**config.mk**
```make
export PLATFORM = sky130hd
export DESIGN_NAME = serial_frame_rx_flat
export DESIGN_NICKNAME = d
export VERILOG_FILES = /design/src/rtl/serial_frame_rx_if.sv /design/src/rtl/serial_frame_rx.sv /design/src/flat_wrapper.sv
export SDC_FILE = /design/constraint.sdc
export NUM_CORES = 1
export LEC_CHECK = 0
export CAP_MARGIN = 40
export CELL_PAD_IN_SITES_DETAIL_PLACEMENT = 2
export CELL_PAD_IN_SITES_GLOBAL_PLACEMENT = 2
export CORE_MARGIN = 5
export CORE_UTILIZATION = 30
export CTS_CLUSTER_DIAMETER = 120
export DETAILED_ROUTE_END_ITERATION = 12
export GPL_ROUTABILITY_DRIVEN = 0
export PLACE_DENSITY = 0.8
export REMOVE_ABC_BUFFERS = 1
export SLEW_MARGIN = 20
export SYNTH_ARGS = -nofsm -noshare
export SYNTH_HDL_FRONTEND = slang
export SYNTH_SLANG_ARGS = --single-unit
```
**constraint.sdc**
```tcl
create_clock -name CLK -period 1.75 [get_ports CLK]
set_clock_uncertainty 0.15 [all_clocks]
set_input_delay 0.35 -clock CLK [delete_from_list [all_inputs] [get_ports CLK]]
set_output_delay 0.35 -clock CLK [all_outputs]
set_load 0.03 [all_outputs]
```
**src/rtl/serial_frame_rx_if.sv**
```systemverilog
// Consumer-side bundle of the serial frame receiver: byte handshake plus status flags.
// The receiver drives through the master modport; the consumer uses the slave modport.
interface serial_frame_rx_if;
    logic [7:0] rx_data;
    logic       rx_valid;
    logic       rx_ready;
    logic       rx_perr;
    logic       rx_ferr;
    logic       rx_ovr;
    logic       rx_busy;

    modport master (
        output rx_data, rx_valid, rx_perr, rx_ferr, rx_ovr, rx_busy,
        input  rx_ready
    );

    modport slave (
        input  rx_data, rx_valid, rx_perr, rx_ferr, rx_ovr, rx_busy,
        output rx_ready
    );
endinterface

```
**src/rtl/serial_frame_rx.sv**
```systemverilog
// Receiver for the 11-bit serial frame (start, 8 data bits MSB first, check, stop), one bit per CLK.
// Good bytes go to a one-deep holding register that is drained by a valid/ready consumer.
module serial_frame_rx #(
    parameter int CHK_MODE = 0
) (
    input  logic               CLK,
    input  logic               nRST,
    input  logic               rx_in,
    serial_frame_rx_if.master  bus
);

    typedef enum logic [2:0] {IDLE, DATA, CHK, STOP, BRK} state_t;

    state_t     state, state_nx;
    logic [2:0] count, count_nx;
    logic [7:0] shreg, shreg_nx;
    logic       chk_err, chk_err_nx;
    logic [7:0] data_q, data_nx;
    logic       valid_q, valid_nx;
    logic       perr_q, perr_nx;
    logic       ferr_q, ferr_nx;
    logic       ovr_q, ovr_nx;
    logic       chk_exp;

    // Check bit the transmitter should have sent for the byte now in the shift register
    always_comb begin
        chk_exp = ~shreg[0];
        if (CHK_MODE == 1) begin
            chk_exp = ^shreg;
        end else if (CHK_MODE == 2) begin
            chk_exp = ~^shreg;
        end
    end

    always_ff @(posedge CLK) begin
        if (!nRST) begin
            state   <= IDLE;
            count   <= 3'd0;
            shreg   <= 8'h00;
            chk_err <= 1'b0;
            data_q  <= 8'h00;
            valid_q <= 1'b0;
            perr_q  <= 1'b0;
            ferr_q  <= 1'b0;
            ovr_q   <= 1'b0;
        end else begin
            state   <= state_nx;
            count   <= count_nx;
            shreg   <= shreg_nx;
            chk_err <= chk_err_nx;
            data_q  <= data_nx;
            valid_q <= valid_nx;
            perr_q  <= perr_nx;
            ferr_q  <= ferr_nx;
            ovr_q   <= ovr_nx;
        end
    end

    always_comb begin
        state_nx   = state;
        count_nx   = count;
        shreg_nx   = shreg;
        chk_err_nx = chk_err;
        data_nx    = data_q;
        perr_nx    = perr_q;
        valid_nx   = valid_q & ~bus.rx_ready;
        ferr_nx    = 1'b0;
        ovr_nx     = 1'b0;

        case (state)
            IDLE: begin
                if (!rx_in) begin
                    state_nx = DATA;
                    count_nx = 3'd0;
                end
            end
            DATA: begin
                shreg_nx = {shreg[6:0], rx_in};
                if (count == 3'd7) begin
                    state_nx = CHK;
                    count_nx = 3'd0;
                end else begin
                    count_nx = count + 3'd1;
                end
            end
            CHK: begin
                chk_err_nx = (rx_in != chk_exp);
                state_nx   = STOP;
            end
            STOP: begin
                // A slot freed by an accept on this same edge can take the new byte
                if (rx_in) begin
                    state_nx = IDLE;
                    if (!valid_q || bus.rx_ready) begin
                        data_nx  = shreg;
                        perr_nx  = chk_err;
                        valid_nx = 1'b1;
                    end else begin
                        ovr_nx = 1'b1;
                    end
                end else begin
                    ferr_nx  = 1'b1;
                    state_nx = BRK;
                end
            end
            BRK: begin
                if (rx_in) begin
                    state_nx = IDLE;
                end
            end
            default: begin
                state_nx = IDLE;
            end
        endcase
    end

    assign bus.rx_data  = data_q;
    assign bus.rx_valid = valid_q;
    assign bus.rx_perr  = perr_q;
    assign bus.rx_ferr  = ferr_q;
    assign bus.rx_ovr   = ovr_q;
    assign bus.rx_busy  = (state != IDLE);

endmodule
```
**src/flat_wrapper.sv**
```systemverilog
// flat-port wrapper written by rule: the top's interface ports become plain ports
module serial_frame_rx_flat 
#(
    parameter int CHK_MODE = 0
)
  (CLK, nRST, rx_in, bus_rx_data, bus_rx_valid, bus_rx_perr, bus_rx_ferr, bus_rx_ovr, bus_rx_busy, bus_rx_ready);
  serial_frame_rx_if bus_i ();
  input  logic CLK;
  input  logic nRST;
  input  logic rx_in;
  output wire logic [$bits(bus_i.rx_data)-1:0] bus_rx_data;
  output wire logic [$bits(bus_i.rx_valid)-1:0] bus_rx_valid;
  output wire logic [$bits(bus_i.rx_perr)-1:0] bus_rx_perr;
  output wire logic [$bits(bus_i.rx_ferr)-1:0] bus_rx_ferr;
  output wire logic [$bits(bus_i.rx_ovr)-1:0] bus_rx_ovr;
  output wire logic [$bits(bus_i.rx_busy)-1:0] bus_rx_busy;
  input wire logic [$bits(bus_i.rx_ready)-1:0] bus_rx_ready;
  assign bus_rx_data = bus_i.rx_data;
  assign bus_rx_valid = bus_i.rx_valid;
  assign bus_rx_perr = bus_i.rx_perr;
  assign bus_rx_ferr = bus_i.rx_ferr;
  assign bus_rx_ovr = bus_i.rx_ovr;
  assign bus_rx_busy = bus_i.rx_busy;
  assign bus_i.rx_ready = bus_rx_ready;
  serial_frame_rx #(.CHK_MODE(CHK_MODE)) u_core (.CLK(CLK), .nRST(nRST), .rx_in(rx_in), .bus(bus_i));
endmodule
```
==> impl_results.md <==
* Worst Setup End Kind: output port
* Top cell type's share of synthesized area at approximately 47%
* # nets final at approximately 140
* Final Hold Viols at 0
* CTS tree: yes
* Clock group share of total power at between 30% and 40%
* Clock Latency Late Sink at approximately 0.27 ns
* R2r worst-path depth at 5
* Count leader, synth: dfxtp_1
* CP arrival at approximately 1.1 ns
* Drt via density at about 4.6
* Total grt overflow at 0
* Antenna fix cells at 0
* Area leader, netlist: dfxtp_1
* Post-synthesis sequential area ratio at 46.7%
* Core Region at 3690 um2
* Final setup viols at 0
* LEAKAGE at 0.000583 uW
* Number of antenna violations at the first check in global routing at 0
* Htree depth at 1
* EDFF count, synth at 0
* GRT Total Usage at 10.8%
* Placed Area at roughly 1400 um2
* Status: completed
* Hold slack final at roughly 0.31 ns
* Yosys reg bits at 27
* Library cells used by synthesis at 24
* PwrDens at approximately 740 nW/um2
* DR WL/cell at 13.5 um
* Fillers at 409
* Syn Area/Cell at just over 10 um2
* DRT antenna net count at 0
* Pin count of the biggest net entering global routing at 35
* Worst Tran Pin Value at 0.312 ns
* Syn. warnings at 0
* P_sw at 237 uW
* Clock Path Buffers at 2
* Hpwl dp at about 1800 um
* Register area at between 500 and 600 um2
* Final instance area at about 1400 um2
* Share of layout cells above drive strength 1 at 11.0%
* CTS Sinks at 27
* RSZ-0062 raised after global routing: false
* Crit path time final at 1.63 ns
* Primary FF master, synth: dfxtp_1
* DRC at 0
* Setup Crit Path Kind: flop to output port
* Hold Crit Class: flop to flop
* CTS root buffer: clkbuf_8
* Gate Count Post-Synth at around 120
* Clock transition at path regs at approximately 0.09 ns
* I/O Pins at 17
* Post-CTS Resized at 15
* DRT iter0 DRCs at 8
* 1st-pass router iterations at 2
* Port buffer count at 16
* Hold Crit Depth at 2
* Sequential share of power at about three fifths
* Row count at 22
* CTS hold repair buffers at 0
* Die Area at 5200 um2
* Slew Limit Headroom at between 70 and 80%
* CTS Buf Count at 3
* Post-Syn Area at approximately 1200 um2
* Sw Ratio at between 20 and 25%
* Synth cell count leaders: dfxtp_1 (27), nand2_1 (22), mux2i_1 (18), nor2b_1 (11)
* Number of global-route vias before repair at about 1000
* Peak Freq at around 620 MHz
* Pins over their slew limit at 0
* P&R area growth vs syn at 23.2%
* Setup bufs post-CTS at 0
* Asr flop ratio synth at 0%
* Max_cap viols at 0
* Gate power share at between 7 and 8%
* Worst VDD drop at 455 uV
* Area of the multi-input gates at approximately 580 um2
* Final period utilization at between 90% and 100%
* Wire length of the first global-routing pass at around 4400 um
* Final wirelength at about 2500 um
* Worst Path Required at ~1.3 ns
* Die X-Extent at about 70 um
* Chip Height at 72.1 um
* Crit Path Max Fanout at 2
* Crit start category: flop
* Int Power at approximately 820 uW
* Initial Util at 31.4%
* Vias at between 800 and 900
* Synth area leaders: dfxtp_1 (47%), mux2i_1 (16%), nand2_1 (7.1%)
## final timing paths
kind	startpoint	endpoint	slack [ns]
max	u_core.state[0]	bus_rx_busy	0.12
min	u_core.bus.rx_data[4]	u_core.bus.rx_data[4]	0.31
max reg2reg	u_core.state[0]	u_core.shreg[5]	0.29
min reg2reg	u_core.bus.rx_data[4]	u_core.bus.rx_data[4]	0.31
## critical path, cell delays in order, from the launching register on
cell,delay [ns]
dfxtp_1,0.32
or3_1,0.35
buf_2,0.18
## stage by stage
step | std cells | util, % | power (uW) | setup WS, ns | TNS, ns
final | 184 | 38.7 | 1060 | 0.125 | 0
after global routing | 184 | 38.7 | 1110 | 0.0582 | 0
after CTS | 184 | 38.8 | 1080 | -0.00587 | -0.00587
after detailed placement | 180 | 38.0 | 721 | -0.0476 | -0.241
after global placement | 180 | 38.0 | 716 | 0.00743 | 0
after floorplan | 109 | - | 677 | 0.0328 | 0
## routing by layer
metal / GRT usage (%) / up-vias / wire length, um
li1: - / 425 / -
met1: 11.4 / 407 / 1080
met2: 20.4 / 12 / 1290
met3: 2.63 / 6 / 70
met4: 3.76 / 0 / 34
met5: 0 / - / 0
## layout by cell type, fill, tap and decap left out, drive strengths merged
cell type	synthesis	routed
nand4b	1	1
buf	3	8
o21ai	3	3
nor2b	11	11
ha	2	2
mux2i	18	18
dlygate4sd2	0	12
nor2	5	5
nor3b	2	2
a21oi	2	2
dfxtp	27	27
a21boi	4	4
o21a	1	1
or3	1	1
nand2	22	22
or2	1	1
clkbuf	3	4
clkdlybuf4s50	0	3
nand2b	4	4
or3b	1	1
nand3b	2	2
xnor2	1	1
a211oi	1	1
## cell families after synthesis
group	count (synthesis)	share of synthesized area [%]
AND/OR/NAND/NOR	50	25.2
flip-flops	27	46.7
multiplexers	18	15.6
AO/OA/AOI/OAI	11	6.05
buffers and inverters	6	3.57
adder cells (fa/ha/maj)	2	2.16
XOR/XNOR	1	0.757
## power by group through the flow
stage	logic, uW	clock network [uW]	registers (uW)
after floorplan	35.9	0	642
after global placement	77.0	0	639
after detailed placement	80.9	0	640
after CTS	80.7	375	626
after global routing	85.6	402	627
final	77.8	354	625
## final cells by class
type / instances / share of cell area (%)
Tap cell: 48 / 4.21
Multi-Input combinational cell: 82 / 40.4
Timing Repair Buffer: 23 / 14.4
Clock buffer: 4 / 3.16
Sequential cell: 27 / 37.9
## flip-flops by register name, indices dropped and copies added, names as in the netlist
register / count
u_core.bus.rx_perr: 1
u_core.bus.rx_ferr: 1
u_core.bus.rx_valid: 1
u_core.count: 3
u_core.bus.rx_ovr: 1
u_core.chk_err: 1
u_core.shreg: 8
u_core.state: 3
u_core.bus.rx_data: 8
(Power assumes the default switching activity.)
